$ cat config.mk
export PLATFORM = sky130hd
export DESIGN_NAME = cpu_trace_buffer
export DESIGN_NICKNAME = d
export VERILOG_FILES = /design/src/rtl/cpu_trace_pkg.sv /design/src/rtl/trace_fifo.sv /design/src/rtl/cpu_trace_buffer.sv
export SDC_FILE = /design/constraint.sdc
export NUM_CORES = 2
export LEC_CHECK = 0
export BUFFER_PORTS_ARGS = -buffer_cell sky130_fd_sc_hd__buf_2
export CAP_MARGIN = 0
export CELL_PAD_IN_SITES_DETAIL_PLACEMENT = 1
export CELL_PAD_IN_SITES_GLOBAL_PLACEMENT = 2
export CORE_UTILIZATION = 30
export CTS_BUF_LIST = sky130_fd_sc_hd__clkbuf_8
export DETAILED_ROUTE_END_ITERATION = 12
export GPL_TIMING_DRIVEN = 1
export HOLD_SLACK_MARGIN = 0.05
export PLACE_DENSITY = 0.49
export RECOVER_POWER = 50
export SYNTH_ARGS = -nofsm -noshare
export SYNTH_HDL_FRONTEND = slang
export SYNTH_MEMORY_MAX_BITS = 65536
export SYNTH_SLANG_ARGS = --single-unit
$ cat constraint.sdc
create_clock -name clk_i -period 8.9 [get_ports clk_i]
set_input_delay 0.89 -clock clk_i [delete_from_list [all_inputs] [get_ports clk_i]]
set_output_delay 0.89 -clock clk_i [all_outputs]
set_load 0.05 [all_outputs]
$ cat src/rtl/cpu_trace_pkg.sv
// Shared definitions for the commit-trace buffer: record type codes, FSM encoding and record width.
package cpu_trace_pkg;

    typedef enum logic [1:0] {
        REC_RF   = 2'b00,
        REC_DM   = 2'b01,
        REC_HALT = 2'b10
    } rec_type_e;

    typedef enum logic [1:0] {
        IDLE = 2'b00,
        RUN  = 2'b01,
        HALT = 2'b10
    } state_e;

    function automatic int rec_width(input int addr_w, input int data_w);
        return 2 + addr_w + data_w;
    endfunction

endpackage

$ cat src/rtl/trace_fifo.sv
// Circular record buffer with extra-MSB pointers; a full buffer either overwrites the oldest
// entry (WRAP=1) or drops the incoming one (WRAP=0), pulsing drop_o in both cases.
module trace_fifo #(
    parameter int DEPTH = 64,
    parameter int WIDTH = 66,
    parameter int WRAP  = 1
) (
    input  logic                       clk_i,
    input  logic                       rst_i,
    input  logic                       push_i,
    input  logic [WIDTH-1:0]           data_i,
    input  logic                       ready_i,
    output logic                       valid_o,
    output logic [WIDTH-1:0]           data_o,
    output logic [$clog2(DEPTH):0]     count_o,
    output logic                       drop_o
);
    localparam int AW = $clog2(DEPTH);

    logic [AW:0]      wr_q, wr_d, rd_q, rd_d;
    logic [WIDTH-1:0] mem_q [DEPTH];
    logic             empty, full, pop, wr_en;

    assign empty = (wr_q == rd_q);
    assign full  = (wr_q[AW] != rd_q[AW]) && (wr_q[AW-1:0] == rd_q[AW-1:0]);
    assign pop   = !empty && ready_i;

    always_comb begin
        wr_d   = wr_q;
        rd_d   = rd_q;
        drop_o = 1'b0;
        wr_en  = 1'b0;
        if (pop) rd_d = rd_q + 1'b1;
        if (push_i) begin
            if (full && !pop) begin
                drop_o = 1'b1;
                // Overwrite mode advances both pointers so the oldest entry is discarded.
                if (WRAP != 0) begin
                    wr_en = 1'b1;
                    wr_d  = wr_q + 1'b1;
                    rd_d  = rd_q + 1'b1;
                end
            end else begin
                wr_en = 1'b1;
                wr_d  = wr_q + 1'b1;
            end
        end
    end

    always_ff @(posedge clk_i or negedge rst_i) begin
        if (!rst_i) begin
            wr_q <= '0;
            rd_q <= '0;
        end else begin
            wr_q <= wr_d;
            rd_q <= rd_d;
        end
    end

    always_ff @(posedge clk_i) begin
        if (wr_en) mem_q[wr_q[AW-1:0]] <= data_i;
    end

    assign valid_o = !empty;
    assign data_o  = empty ? '0 : mem_q[rd_q[AW-1:0]];
    assign count_o = wr_q - rd_q;

endmodule

$ cat src/rtl/cpu_trace_buffer.sv
// Commit-trace capture: FSM, halt/timeout detection and record muxing into trace_fifo.
// Define TRACE_MEM_EN to also capture data-memory writes (type 01 records).
module cpu_trace_buffer
    import cpu_trace_pkg::*;
#(
    parameter int ADDR_W      = 32,
    parameter int DATA_W      = 32,
    parameter int REG_AW      = 5,
    parameter int DEPTH       = 64,
    parameter int WRAP        = 1,
    parameter int HALT_CYCLES = 4,
    parameter int MAX_CYCLES  = 560,
    localparam int REC_W      = rec_width(ADDR_W, DATA_W)
) (
    input  logic                   clk_i,
    input  logic                   rst_i,
    input  logic                   en_i,
    input  logic [ADDR_W-1:0]      pc_i,
    input  logic                   rf_we_i,
    input  logic [REG_AW-1:0]      rf_addr_i,
    input  logic [DATA_W-1:0]      rf_data_i,
    input  logic                   dm_we_i,
    input  logic [ADDR_W-1:0]      dm_addr_i,
    input  logic [DATA_W-1:0]      dm_data_i,
    input  logic                   rd_ready_i,
    output logic                   rd_valid_o,
    output logic [REC_W-1:0]       rd_data_o,
    output logic [$clog2(DEPTH):0] count_o,
    output logic [31:0]            cycle_o,
    output logic                   overflow_o,
    output logic                   halted_o,
    output logic                   timeout_o
);
    state_e            state_q, state_d;
    logic [ADDR_W-1:0] prev_pc_q, prev_pc_d;
    logic [31:0]       stab_q, stab_d, cycle_q, cycle_d;
    logic              ovf_q, ovf_d, timeout_q, timeout_d;
    logic              push, conflict, drop, pc_same, halt_stable, hit_max;
    logic [1:0]        rec_type;
    logic [ADDR_W-1:0] rec_addr;
    logic [DATA_W-1:0] rec_data;

`ifndef TRACE_MEM_EN
    logic unused_dm;
    assign unused_dm = ^{dm_we_i, dm_addr_i, dm_data_i};
`endif

    assign pc_same     = (pc_i == prev_pc_q);
    assign halt_stable = pc_same && (stab_q == 32'(HALT_CYCLES - 1));
    assign hit_max     = (cycle_q == 32'(MAX_CYCLES - 1));

    always_comb begin
        state_d   = state_q;
        prev_pc_d = pc_i;
        stab_d    = stab_q;
        cycle_d   = cycle_q;
        timeout_d = timeout_q;
        push      = 1'b0;
        conflict  = 1'b0;
        rec_type  = REC_RF;
        rec_addr  = ADDR_W'(rf_addr_i);
        rec_data  = rf_data_i;
        case (state_q)
            IDLE: if (en_i) state_d = RUN;
            RUN: begin
                if (!en_i) begin
                    state_d = IDLE;
                end else begin
                    cycle_d = (cycle_q == '1) ? cycle_q : cycle_q + 32'd1;
                    stab_d  = pc_same ? stab_q + 32'd1 : '0;
                    // The halt marker takes the slot of any write seen on the same edge.
                    if (halt_stable || hit_max) begin
                        state_d   = HALT;
                        timeout_d = hit_max;
                        push      = 1'b1;
                        rec_type  = REC_HALT;
                        rec_addr  = pc_i;
                        rec_data  = DATA_W'(cycle_q);
                    end else if (rf_we_i) begin
                        push = 1'b1;
`ifdef TRACE_MEM_EN
                        conflict = dm_we_i;
`endif
                    end
`ifdef TRACE_MEM_EN
                    else if (dm_we_i) begin
                        push     = 1'b1;
                        rec_type = REC_DM;
                        rec_addr = dm_addr_i;
                        rec_data = dm_data_i;
                    end
`endif
                end
            end
            HALT:    state_d = HALT;
            default: state_d = IDLE;
        endcase
        ovf_d = ovf_q | drop | conflict;
    end

    always_ff @(posedge clk_i or negedge rst_i) begin
        if (!rst_i) begin
            state_q   <= IDLE;
            prev_pc_q <= '0;
            stab_q    <= '0;
            cycle_q   <= '0;
            ovf_q     <= 1'b0;
            timeout_q <= 1'b0;
        end else begin
            state_q   <= state_d;
            prev_pc_q <= prev_pc_d;
            stab_q    <= stab_d;
            cycle_q   <= cycle_d;
            ovf_q     <= ovf_d;
            timeout_q <= timeout_d;
        end
    end

    trace_fifo #(
        .DEPTH (DEPTH),
        .WIDTH (REC_W),
        .WRAP  (WRAP)
    ) u_fifo (
        .clk_i   (clk_i),
        .rst_i   (rst_i),
        .push_i  (push),
        .data_i  ({rec_type, rec_addr, rec_data}),
        .ready_i (rd_ready_i),
        .valid_o (rd_valid_o),
        .data_o  (rd_data_o),
        .count_o (count_o),
        .drop_o  (drop)
    );

    assign cycle_o    = cycle_q;
    assign overflow_o = ovf_q;
    assign halted_o   = (state_q == HALT);
    assign timeout_o  = timeout_q;

endmodule

==> summary.md <==
| Metric | Value |
|---|---|
| Status | complete, but fails checks |
| Violated checks | max-capacitance violations, max-slew violations |
| P_int | ~37 mW |
| Largest net degree at the start of global routing | between 100 and 150 |
| TritonCTS clock tree | done |
| Worst-path clk slew | around 0.06 ns |
| Die footprint | 0.549 mm² |
| Asr flop ratio synth | 2.67% |
| Avg Cell Area, Syn | about 25 µm² |
| Mapped Area | approximately 0.16 mm² |
| Hold Path Class | in2reg |
| Clock Path Buffers | 4 |
| Highest routing layer actually used | met5 |
| Synth top area cells | edfxtp_1 76%, mux4_2 19%, dfrtp_1 1.7% |
| Synth top cells by count | 4160 x edfxtp_1, 1365 x mux4_2, 217 x clkbuf_1 |
| Worst EP required | roughly 9.7 ns |
| Setup Buffers After CTS | 0 |
| DRT Pass-1 Iters | 5 |
| #FFs+latches synth | 4274 |
| R2R depth | 10 |
| Critical path class | in2reg |
| Hold_buf cts | 36 |
| Endpoints failing hold | 0 |
| Synth top area share | between 70 and 80% |
| Root Driver | clkbuf_8 |
| WL final | between 500 and 600 mm |
| Routed vias | 76892 |
| Final Non-Filler Cells | between 15000 and 20000 |
| Hold Slack | ~0.37 ns |
| Remaining DRCs | 0 |
| Worst EP arrival | 8.84 ns |
| Seq/Total Area, Yosys | approximately 78% |
| Worst clock skew | roughly 0.12 ns |
| HPWL after detailed placement | 279 mm |
| Startpoint Class | input pin |
| Cell taking the most area after synthesis | edfxtp_1 |
| Final worst setup slack | roughly 0.86 ns |
| Fillers | roughly 53000 |
| Dominant synthesized flop cell | edfxtp_1 |
| Synth Instances | 6583 |
| Metal-1 WL | around 230 mm |
| Hold Crit Start | pc_i[29] |
| R2R setup slack | 1.45 ns |
| Chip Height | 741 µm |
| Num CTS Buffers | 741 |
| Clock Latency Late Sink | ~1.2 ns |
| Storage cell area | around 0.13 mm² |
| Combinational Power Share | 27.9% |
| Initial DRC Count | 7337 |
| Share of layout cells above drive strength 1 | 33.3% |
| WL met2 | roughly 260 mm |
| Layout area overhead | 15.4% |
| Reg2Reg Capture Point | u_fifo.mem_q[6][38] |
| Most common cell in the synthesized netlist | edfxtp_1 |
| Ports | between 200 and 250 |
| Peak supply drop | between 300 and 400 µV |
| Final net count | 7600 |
| Slew @ Worst Pin | ~3.8 ns |
| Net Count, Synth | ~6700 |
| Post-Place Cells | ~14000 |
| Clock sinks | ~4300 |
| Layout Cell Area excl Fill | 0.189 mm² |
| Static Leak | 58.3 nW |
| Hold Crit Endpoint | prev_pc_q[29] |
| Die width | between 700 and 800 µm |
| Initial antenna violation count | 45 |
| RSZ-0062 raised after global routing | false |
| Yosys warning count | 0 |
| PostCTS Resize Cnt | 0 |
| Vias per std cell | 5.03 |
| Dpl ws | 1.49 ns |
| Last weighted congestion value of the routability-driven placer | 0.736 |
| Row count | between 200 and 300 |
| Dpl cell area | between 0.15 and 0.2 mm² |
| Fmax | between 100 and 150 MHz |
| Final Cycle Share | 90.3% |
| Initial Utilization | between 30% and 40% |
| Routed Antenna Nets | 0 |
| Slew margin rel. | -153% |
| Fin. max-slew vios | approximately 1500 |
| Wire per inst | approximately 34 µm |
| Seq pwr share | roughly two fifths |
| PortBufs | ~180 |
| WL met3 | 23.0 mm |
| Tot GR Track Use | a little under a fifth |
| Tot Pwr | ~54 mW |
| H-tree Lvls | 6 |
| Synth unique cells | 42 |
| CP Capture Type | flop |
| Power Density | 287 mW/mm² |
| Vias in the first global route | 84003 |
| Post-synth EDFFs | between 4000 and 5000 |
| Hold depth | 2 |
| NetSw | 17.7 mW |
| Area of the core | 0.544 mm² |
| Reg2Reg Launch Point | prev_pc_q[26] |
| Multi-input gate area | around 0.035 mm² |
| Max-cap violation count | 52 |
| First-pass GRT wire length | 711 mm |
| Final min period | roughly 8.0 ns |
| Clk pwr share | about 31% |
| Total gr overflow | 0 |
| Endpoints failing setup | 0 |
| Net Sw Frac | 32.6% |
| CP max FO | 15 |
sequential cells by signal, indices dropped and copies added (netlist names), 2 cells and up:
signal,count
u_fifo.mem_q,4160
cycle_o,32
prev_pc_q,32
stab_q,32
u_fifo.rd_q,7
u_fifo.wr_q,7
state_q,2
critical path: stages:
cell           delay, ns
dlygate4sd3_1       0.53
clkbuf_1            0.69
xor2_1              0.28
nor4_1              1.00
buf_4               0.27
nand4_1             0.64
o31ai_1             0.48
clkbuf_1            0.28
nand2_1             0.43
or4_1               0.91
nor2_1              1.75
buf_4               0.59
layer usage:
layer	track usage, %	vias up
met2	31.9	2157
met3	2.40	709
met1	25.7	43621
li1	-	30403
met4	4.01	2
met5	0	-
how the worst max path moves through the flow:
stage / slack (ns) / depth (start not counted) / to / start
6_report: 0.86 / 12 / u_fifo.mem_q[6][38] / pc_i[8]
5_1_grt: 1.06 / 13 / u_fifo.mem_q[16][32] / pc_i[8]
4_1_cts: 2.01 / 7 / rd_data_o[32] / u_fifo.rd_q[1]
3_5_place_dp: 1.49 / 11 / u_fifo.mem_q[17][59] / pc_i[2]
3_3_place_gp: 1.45 / 11 / u_fifo.mem_q[17][56] / pc_i[2]
2_1_floorplan: -0.40 / 8 / u_fifo.mem_q[59][0] / pc_i[24]
final cells by class:
cell class / instances / share of cell area (%)
Clock buffer: 757 / 5.51
Sequential cell: 4274 / 67.6
Tap cell: 7234 / 4.79
Clock inverter: 564 / 1.59
Antenna cell: 20 / 0.0265
Multi-Input combinational cell: 1944 / 18.4
Timing Repair Buffer: 470 / 2.03
Inverter: 19 / 0.0457
cells by family (layout without fill, tap and decap cells):
kind of cell / count (synthesis) / in the layout / share of synthesized area, %
other cells: 1 / 21 / 0.00229
compound gates: 21 / 21 / 0.0833
buf+inv: 365 / 1810 / 0.913
mux: 1404 / 1404 / 19.0
simple gates: 399 / 399 / 1.28
fa+ha+maj: 11 / 11 / 0.0886
xor+xnor: 108 / 108 / 0.578
flops: 4274 / 4274 / 78.0
stage by stage:
step           setup TNS [ns]  util, %
2_1_floorplan         -208.68        -
6_report                    0     34.7
3_3_place_gp                0     32.3
3_5_place_dp                0     32.3
4_1_cts                     0     34.8
5_1_grt                     0     34.7
power by group through the flow:
stage                     Combinational, mW  Sequential, mW  Clock, mW
after detailed placement               15.8            23.0          0
after global routing                   16.1            22.5       17.9
after CTS                              15.8            22.5       17.2
after global placement                 15.8            22.9          0
final                                  15.1            22.5       16.6
after floorplan                        10.5            22.7          0
cell usage in the layout, fill, tap and decap left out, types with 5 or more instances in the layout:
cell type      synthesis  routed
edfxtp_1            4160    4160
mux4_2              1365    1365
clkbuf_8               0     757
inv_1                 18     292
clkinv_1               1     165
buf_4                  8     121
dfrtp_1              114     110
buf_2                 76     109
clkbuf_1             217     105
nor2_1               116      83
buf_12                 0      75
nor2b_1               69      69
xor2_1                63      61
clkinv_2               0      59
xnor2_1               45      45
nand2_1               36      36
dlygate4sd3_1          0      35
nor2_4                 0      33
nor4_1                31      31
nand3_1               30      30
mux2_2                39      27
clkbuf_2               0      24
nand4_1               22      22
and2_2                 0      22
diode_2                0      20
nor3_1                17      17
and3_1                13      13
clkinvlp_4             0      13
inv_12                 0      11
bufinv_16              0      11
ha_1                  10      10
inv_8                  0       9
mux2_1                 0       8
o21ai_0                7       7
and4_1                 7       7
inv_16                 0       7
inv_6                  0       7
and2_1                32       6
or4_1                  5       5
clkinv_8               0       5
(Power assumes the default switching activity.)
